==> src/rtl/data_memory_arbiter_pkg.sv <==
// Purpose: shared state encoding and requester IDs for the data-memory arbiter.
// Latency: n/a (types and constants only).
// Backpressure: n/a.
package data_memory_arbiter_pkg;

  // Arbiter FSM encoding: one idle state plus one serve state per requester.
  typedef enum logic [1:0] {
    IDLE    = 2'd0,
    SERVE_A = 2'd1,
    SERVE_B = 2'd2
  } arbState_t;

  // Requester identifiers, used as the round-robin priority pointer value.
  localparam logic REQ_ID_A = 1'b0;
  localparam logic REQ_ID_B = 1'b1;

endpackage

==> src/rtl/data_memory_arbiter.sv <==
// Purpose: round-robin arbiter sharing one single-port data memory between CPU (A) and IO/DMA (B).
// Latency: request sampled at edge N -> Ack in cycle N..N+1 -> RdValid/ReadData in cycle N+1..N+2.
// Backpressure: a requester holds ReqX until it sees AckX; a losing requester simply waits.
//
// Ports:
//   clk, reset                 clock (rising edge) and asynchronous active-low reset
//   ReqX, WriteX               request and store(1)/load(0) select from requester X
//   AddressX, WriteDataX       byte address and store data from requester X
//   AckX                       high for the one cycle X owns the memory
//   ReadDataX, RdValidX        registered load result and its one-cycle valid pulse
//   MemAddress, MemWriteData   address/data to the memory, from the latched winner
//   MemWrite, MemRead          memory strobes, only while serving
//   MemReadData                combinational read data from the memory
module data_memory_arbiter
  import data_memory_arbiter_pkg::*;
#(
  parameter int DATA_WIDTH = 32
) (
  input  logic                  clk,
  input  logic                  reset,
  input  logic                  ReqA,
  input  logic                  ReqB,
  input  logic                  WriteA,
  input  logic                  WriteB,
  input  logic [DATA_WIDTH-1:0] AddressA,
  input  logic [DATA_WIDTH-1:0] AddressB,
  input  logic [DATA_WIDTH-1:0] WriteDataA,
  input  logic [DATA_WIDTH-1:0] WriteDataB,
  output logic                  AckA,
  output logic                  AckB,
  output logic [DATA_WIDTH-1:0] ReadDataA,
  output logic [DATA_WIDTH-1:0] ReadDataB,
  output logic                  RdValidA,
  output logic                  RdValidB,
  output logic [DATA_WIDTH-1:0] MemAddress,
  output logic [DATA_WIDTH-1:0] MemWriteData,
  output logic                  MemWrite,
  output logic                  MemRead,
  input  logic [DATA_WIDTH-1:0] MemReadData
);

  arbState_t             state;
  arbState_t             nextState;
  logic                  lastServed;
  logic [DATA_WIDTH-1:0] addrLat;
  logic [DATA_WIDTH-1:0] wdataLat;
  logic                  writeLat;
  logic                  serving;

  // Grant decision is made at every edge, including the one ending a serve
  // cycle, so a requester that keeps ReqX high gets a back-to-back slot and
  // contention alternates with no idle bubble.
  always_comb begin
    nextState = IDLE;
    if (ReqA && ReqB) begin
      nextState = (lastServed == REQ_ID_A) ? SERVE_B : SERVE_A;
    end else if (ReqA) begin
      nextState = SERVE_A;
    end else if (ReqB) begin
      nextState = SERVE_B;
    end
  end

  always_ff @(posedge clk or negedge reset) begin
    if (!reset) begin
      state      <= IDLE;
      lastServed <= REQ_ID_B;  // A wins the first tie
      addrLat    <= '0;
      wdataLat   <= '0;
      writeLat   <= 1'b0;
      ReadDataA  <= '0;
      ReadDataB  <= '0;
      RdValidA   <= 1'b0;
      RdValidB   <= 1'b0;
    end else begin
      RdValidA <= 1'b0;
      RdValidB <= 1'b0;

      // Completing a load: the memory output is valid for the latched address
      // during the serve cycle, so capture it on the edge that ends it.
      if (state == SERVE_A && !writeLat) begin
        ReadDataA <= MemReadData;
        RdValidA  <= 1'b1;
      end
      if (state == SERVE_B && !writeLat) begin
        ReadDataB <= MemReadData;
        RdValidB  <= 1'b1;
      end

      state <= nextState;

      // Request-side inputs are only looked at here; during the serve cycle
      // the memory is driven purely from these latched copies.
      case (nextState)
        SERVE_A: begin
          lastServed <= REQ_ID_A;
          addrLat    <= AddressA;
          wdataLat   <= WriteDataA;
          writeLat   <= WriteA;
        end
        SERVE_B: begin
          lastServed <= REQ_ID_B;
          addrLat    <= AddressB;
          wdataLat   <= WriteDataB;
          writeLat   <= WriteB;
        end
        default: begin
        end
      endcase
    end
  end

  assign serving      = (state == SERVE_A) || (state == SERVE_B);
  assign AckA         = (state == SERVE_A);
  assign AckB         = (state == SERVE_B);
  assign MemAddress   = addrLat;
  assign MemWriteData = wdataLat;
  assign MemWrite     = serving && writeLat;
  assign MemRead      = serving && !writeLat;

endmodule

==> config.mk <==
export PLATFORM = sky130hd
export DESIGN_NAME = data_memory_arbiter
export DESIGN_NICKNAME = d
export VERILOG_FILES = /design/src/rtl/data_memory_arbiter_pkg.sv /design/src/rtl/data_memory_arbiter.sv
export SDC_FILE = /design/constraint.sdc
export NUM_CORES = 1
export LEC_CHECK = 0
export ABC_AREA = 1
export BUFFER_PORTS_ARGS = -buffer_cell sky130_fd_sc_hd__buf_4
export CAP_MARGIN = 0
export CELL_PAD_IN_SITES_DETAIL_PLACEMENT = 1
export CELL_PAD_IN_SITES_GLOBAL_PLACEMENT = 2
export CORE_MARGIN = 2
export CORE_UTILIZATION = 25
export CTS_CLUSTER_SIZE = 10
export DETAILED_ROUTE_END_ITERATION = 12
export GPL_TIMING_DRIVEN = 0
export PLACE_DENSITY = 0.91
export SYNTH_ARGS = -nofsm -noshare
export SYNTH_HDL_FRONTEND = slang
export SYNTH_SLANG_ARGS = --single-unit
==> constraint.sdc <==
create_clock -name clk -period 2.27 [get_ports clk]
set_input_delay 0.3405 -clock clk [delete_from_list [all_inputs] [get_ports clk]]
set_output_delay 0.3405 -clock clk [all_outputs]
set_load 0.02 [all_outputs]
* Word level (Yosys, flattened, before mapping)
Index checks and enable logic that the tools add are counted.
** Word-level totals
- Bits in registers :: 134
- Logic and storage cells :: 31
** Cells by class
- Equality and inequality tests :: 4
- Multiplexer cells :: 10
- Reduce and logical (&&, ||, !) cells :: 8
** Operators with widths (count)
- one-hot mux 32 bit (2 select lines) :: 2
- 2-to-1 mux 2 bit :: 4
- logical AND 1 bit :: 5
- == test 2 x 1 -> 1 bit, second input constant :: 2
- == test 2 bit, second input constant :: 2
- one-hot mux 1 bit (2 select lines) :: 2
- 2-to-1 mux 1 bit :: 2
- nonzero test 2 bit :: 1
- logical NOT 1 bit :: 1
- logical OR 1 bit :: 1

* Logic depth before layout (Yosys ltp)
- Depth in word-level cells :: 5
- Depth in mapped cells :: 9
- Mapped depth without buffers :: 7

* Least setup slack after synthesis
Ideal clock, no wire load.
- Path type :: reg2reg
- Start :: register lastServed
- End :: register addrLat[0] (netlist: MemAddress[0])
- Library setup time :: 117 ps
- Data arrival time :: 1456 ps
- Required time :: 2153 ps
- Setup slack :: 697 ps
- Cell stages (with the launch flop) :: 8
- Buffers on the path :: 3
- Period minus slack after synthesis :: 1573 ps
- Cells stage by stage :: dfstp_2 > o21ai_0 > ha_1 > buf_2 > buf_4 > buf_2 > nand2_1 > nand2_1
** Between the ends
- Longest elaborated chain between the ends :: 4
** Ends and longest elaborated chain
- start: declaration :: line data_memory_arbiter.sv:44 : logic lastServed;
- start signal: assignment :: line data_memory_arbiter.sv:67 : lastServed <= REQ_ID_B;
- start signal: assignment :: line data_memory_arbiter.sv:96 : lastServed <= REQ_ID_A;
- start signal: assignment :: line data_memory_arbiter.sv:102 : lastServed <= REQ_ID_B;
- 2-to-1 mux 2 bit (*) :: line data_memory_arbiter.sv:56 : nextState = (lastServed == REQ_ID_A) ? SERVE_B : SERVE_A;
- 2-to-1 mux 2 bit (*) :: line data_memory_arbiter.sv:55 : if (ReqA && ReqB) begin
- == test 2 bit or == test 2 x 1 -> 1 bit (tied branches) :: line data_memory_arbiter.sv:94 : case (nextState)
- one-hot mux 32 bit (2 select lines) or nonzero test 2 bit (tied branches)
- end signal: assignment :: line data_memory_arbiter.sv:97 : addrLat <= AddressA;
- end signal: assignment :: line data_memory_arbiter.sv:103 : addrLat <= AddressB;
- end: declaration :: line data_memory_arbiter.sv:45 : logic [DATA_WIDTH-1:0] addrLat;
Mark *: on every way between the ends. The rest lies on a longest branch, timed or not.
A chain may end at the register's enable or synchronous reset.

* Worst setup path after layout
- Start :: register lastServed
- End :: register wdataLat[12] (netlist: MemWriteData[12])
** Between the ends
- Longest elaborated chain between the ends :: 4
** Ends and longest elaborated chain
- 2-to-1 mux 2 bit (*) :: line data_memory_arbiter.sv:56
- 2-to-1 mux 2 bit (*) :: line data_memory_arbiter.sv:55
- == test 2 bit or == test 2 x 1 -> 1 bit (tied branches) :: line data_memory_arbiter.sv:94
- one-hot mux 32 bit (2 select lines) or nonzero test 2 bit (tied branches)
- end signal: assignment :: line data_memory_arbiter.sv:98 : wdataLat <= WriteDataA;
- end signal: assignment :: line data_memory_arbiter.sv:104 : wdataLat <= WriteDataB;
- end: declaration :: line data_memory_arbiter.sv:46 : logic [DATA_WIDTH-1:0] wdataLat;
Marks and branches as above.

==> results.json <==
{
  "crit_chain": "o21ai_0 > ha_1 > inv_2 > clkbuf_1 > nand2_1 > nand3_1 > nand2_1",
  "post-route-min-period_ns": 1.80,
  "regToRegStartpoint": "lastServed$_DFFE_PN1P_",
  "post_cts_buffers": 0,
  "drv_slew": 0,
  "worst_pin_slew_ns": 0.524,
  "grt_start_max_net_pins": 85,
  "fin_hold_ws_ns": 0.146,
  "crit_top_cell": "nand2_1",
  "fill_cells": 3089,
  "hp-class": "input pin to flip-flop",
  "ant_nets": 0,
  "end_kind": "flip-flop",
  "antenna_found_initial": 0,
  "overflow": 0,
  "status": "completed",
  "clk_latency_ns": 0.41,
  "crit_path_start": "lastServed$_DFFE_PN1P_",
  "grt_pass1_wl_um": 34900,
  "crit_path_max_incr_delay_ns": 0.54,
  "synth-warning-count": 0,
  "clkTransAtPathRegs_ns": 0.06,
  "cts.path.max_buffers": 2,
  "cts-buffers-inserted": 17,
  "drt-initial-drc-count": 326,
  "syn_inst": 812,
  "postCtsHoldBufs": 1,
  "cp.required_ns": 2.57,
  "rsz0062_at_grt": "false",
  "p_leak_uw": 0.00566,
  "io_pins": 300,
  "crit_type": "flip-flop to flip-flop",
  "finalHoldViolations": 0,
  "syn_to_final_growth_pct": 52.8,
  "antenna_cells": 0,
  "track_usage_pct": 16.9,
  "core_area_um2": 25000,
  "die_w_um": 163,
  "relSlewSlack_pct": 65.1,
  "routed_wl_um": 22000,
  "syn_nets": 981,
  "fin_tns_setup_ns": 0,
  "critPathTopFamily": "flip-flops",
  "setup_viol": 0,
  "die_area_um2": 26500,
  "rows": 58,
  "firstDrtPassIters": 4,
  "cts_tree": "yes",
  "drive_above_1_share_pct": 33.1,
  "path_buf_inv": 2,
  "ys_seq_elements": 134,
  "io_buffers": 299,
  "ir_drop_v": 0.000495,
  "final_nets": 1301,
  "timing.final.crit_share_pct": 79.2,
  "startpoint_type": "flip-flop",
  "synth_area_um2": 6300,
  "final_cell_mix": "nand2_1 (325), buf_4 (302), inv_1 (168)",
  "min_from": "ReqA",
  "crit_fanout": 10,
  "fmax_mhz": 556,
  "synth_area_per_cell_um2": 7.76,
  "grt_pass1_vias": 6491,
  "clockRootBuffer": "clkbuf_16",
  "ys_types": 18,
  "htreeDepth": 4,
  "arrival_ns": 2.10,
  "cts.sinks": 134,
  "via_per_inst": 4.17,
  "wl_per_cell_um": 14.9,
  "drc_errors": 0,
  "p_per_area_nw_per_um2": 1300,
  "vias": 6144,
  "gp_congestion": 0.780,
  "cts_resized": 0,
  "fp.dieH_um": 163,
  "layout_commonest_cell": "nand2_1",
  "seq_area_frac_synth_pct": 53.2,
  "drv_cap": 0,
  "start_util_pct": 25.2,
  "dpl.hpwl_um": 16900,
  "crit_slowest_cell": "dfstp_2",
  "clock_skew_ns": 0.00980
}
==> area by class of cell <==
type | instances | area, µm² | area share (%)
inverter | 171 | 642 | 6.67
timing repair buffer | 301 | 2290 | 23.7
clock buffer | 18 | 429 | 4.46
clock inverter | 14 | 200 | 2.08
tap | 330 | 413 | 4.29
sequential | 134 | 3350 | 34.8
buffer | 43 | 359 | 3.73
multi-input combinational | 464 | 1950 | 20.2
==> state kept, by name, summed over array words and instances, names as in the netlist <==
register	count
MemAddress	32
MemWriteData	32
RdValidA	1
RdValidB	1
ReadDataA	32
ReadDataB	32
lastServed	1
state	2
writeLat	1
==> cell usage after synthesis <==
cell,n,share of area (%)
buf_4,4,0.48
o21ai_0,16,1.3
clkbuf_2,1,0.079
buf_6,22,3.9
nand2_1,325,19
buf_2,13,1.0
dfrtp_1,133,53
dfstp_2,1,0.42
nor2_1,2,0.12
nand2_2,2,0.20
a21oi_1,1,0.079
o21ai_2,2,0.28
o21ai_1,48,3.8
ha_1,3,0.60
inv_1,168,10
nand3_1,65,5.2
inv_2,3,0.18
clkbuf_1,3,0.18
==> worst reg2reg max path: stages, from the launching register on <==
cell and delay [ns]:
dfstp_2 0.54, o21ai_0 0.13, ha_1 0.28, inv_2 0.09, clkbuf_1 0.38, nand2_1 0.11
nand3_1 0.11, nand2_1 0.06
==> final timing paths <==
check	to	slack (ns)	cells past startpoint
worst min register to register	lastServed$_DFFE_PN1P_	0.47	2
max in group asynchronous	lastServed$_DFFE_PN1P_	0.96	3
min in group asynchronous	ReadDataA[19]$_DFFE_PN0P_	0.46	2
worst max-delay path	MemWriteData[12]$_DFFE_PN0P_	0.47	7
worst max register to register	MemWriteData[12]$_DFFE_PN0P_	0.47	7
worst min-delay path	state[1]$_DFF_PN0_	0.15	2
==> logic make-up (layout without fill, tap and decap cells) <==
kind of cell             after synthesis  count (layout)  synth area share (%)
AO/OA/AOI/OAI                         67              67                  5.44
flip-flops                           134             134                  53.2
adder cells (fa/ha/maj)                3               3                 0.596
buffers and inverters                214             547                  15.9
AND/OR/NAND/NOR                      394             394                  24.8
==> stage by stage <==
stage | instance area (µm²) | setup WS (ns) | instances | total power (µW) | util [%]
final | 9630 | 0.472 | 1475 | 12600 | 38.6
after global routing | 9630 | 0.258 | 1475 | 13400 | 38.6
after CTS | 9630 | 0.420 | 1475 | 12800 | 38.6
after detailed placement | 8990 | 0.424 | 1442 | 9700 | 36.0
after global placement | 8960 | 0.190 | 1441 | 9570 | 35.9
after floorplan | 6300 | 0.697 | 812 | 6940 | -
==> per-layer routing <==
| metal | part of all wire (%) | vias up | wire length (µm) | global-route usage (%) |
|---|---|---|---|---|
| met3 | 8.5 | 16 | 1870 | 5.55 |
| li1 | - | 3024 | - | - |
| met5 | 0 | - | 0 | 0 |
| met4 | 0.97 | 0 | 214 | 3.78 |
| met2 | 47 | 219 | 10400 | 28.5 |
| met1 | 43 | 2885 | 9550 | 20.9 |
==> where the power goes <==
part           internal [µW]  leakage [µW]  switching, µW
clock network           1860      0.000302           1150
logic                   2280       0.00373           3210
registers               3450       0.00163            612
No activity file was read; power rests on OpenSTA's default activity.
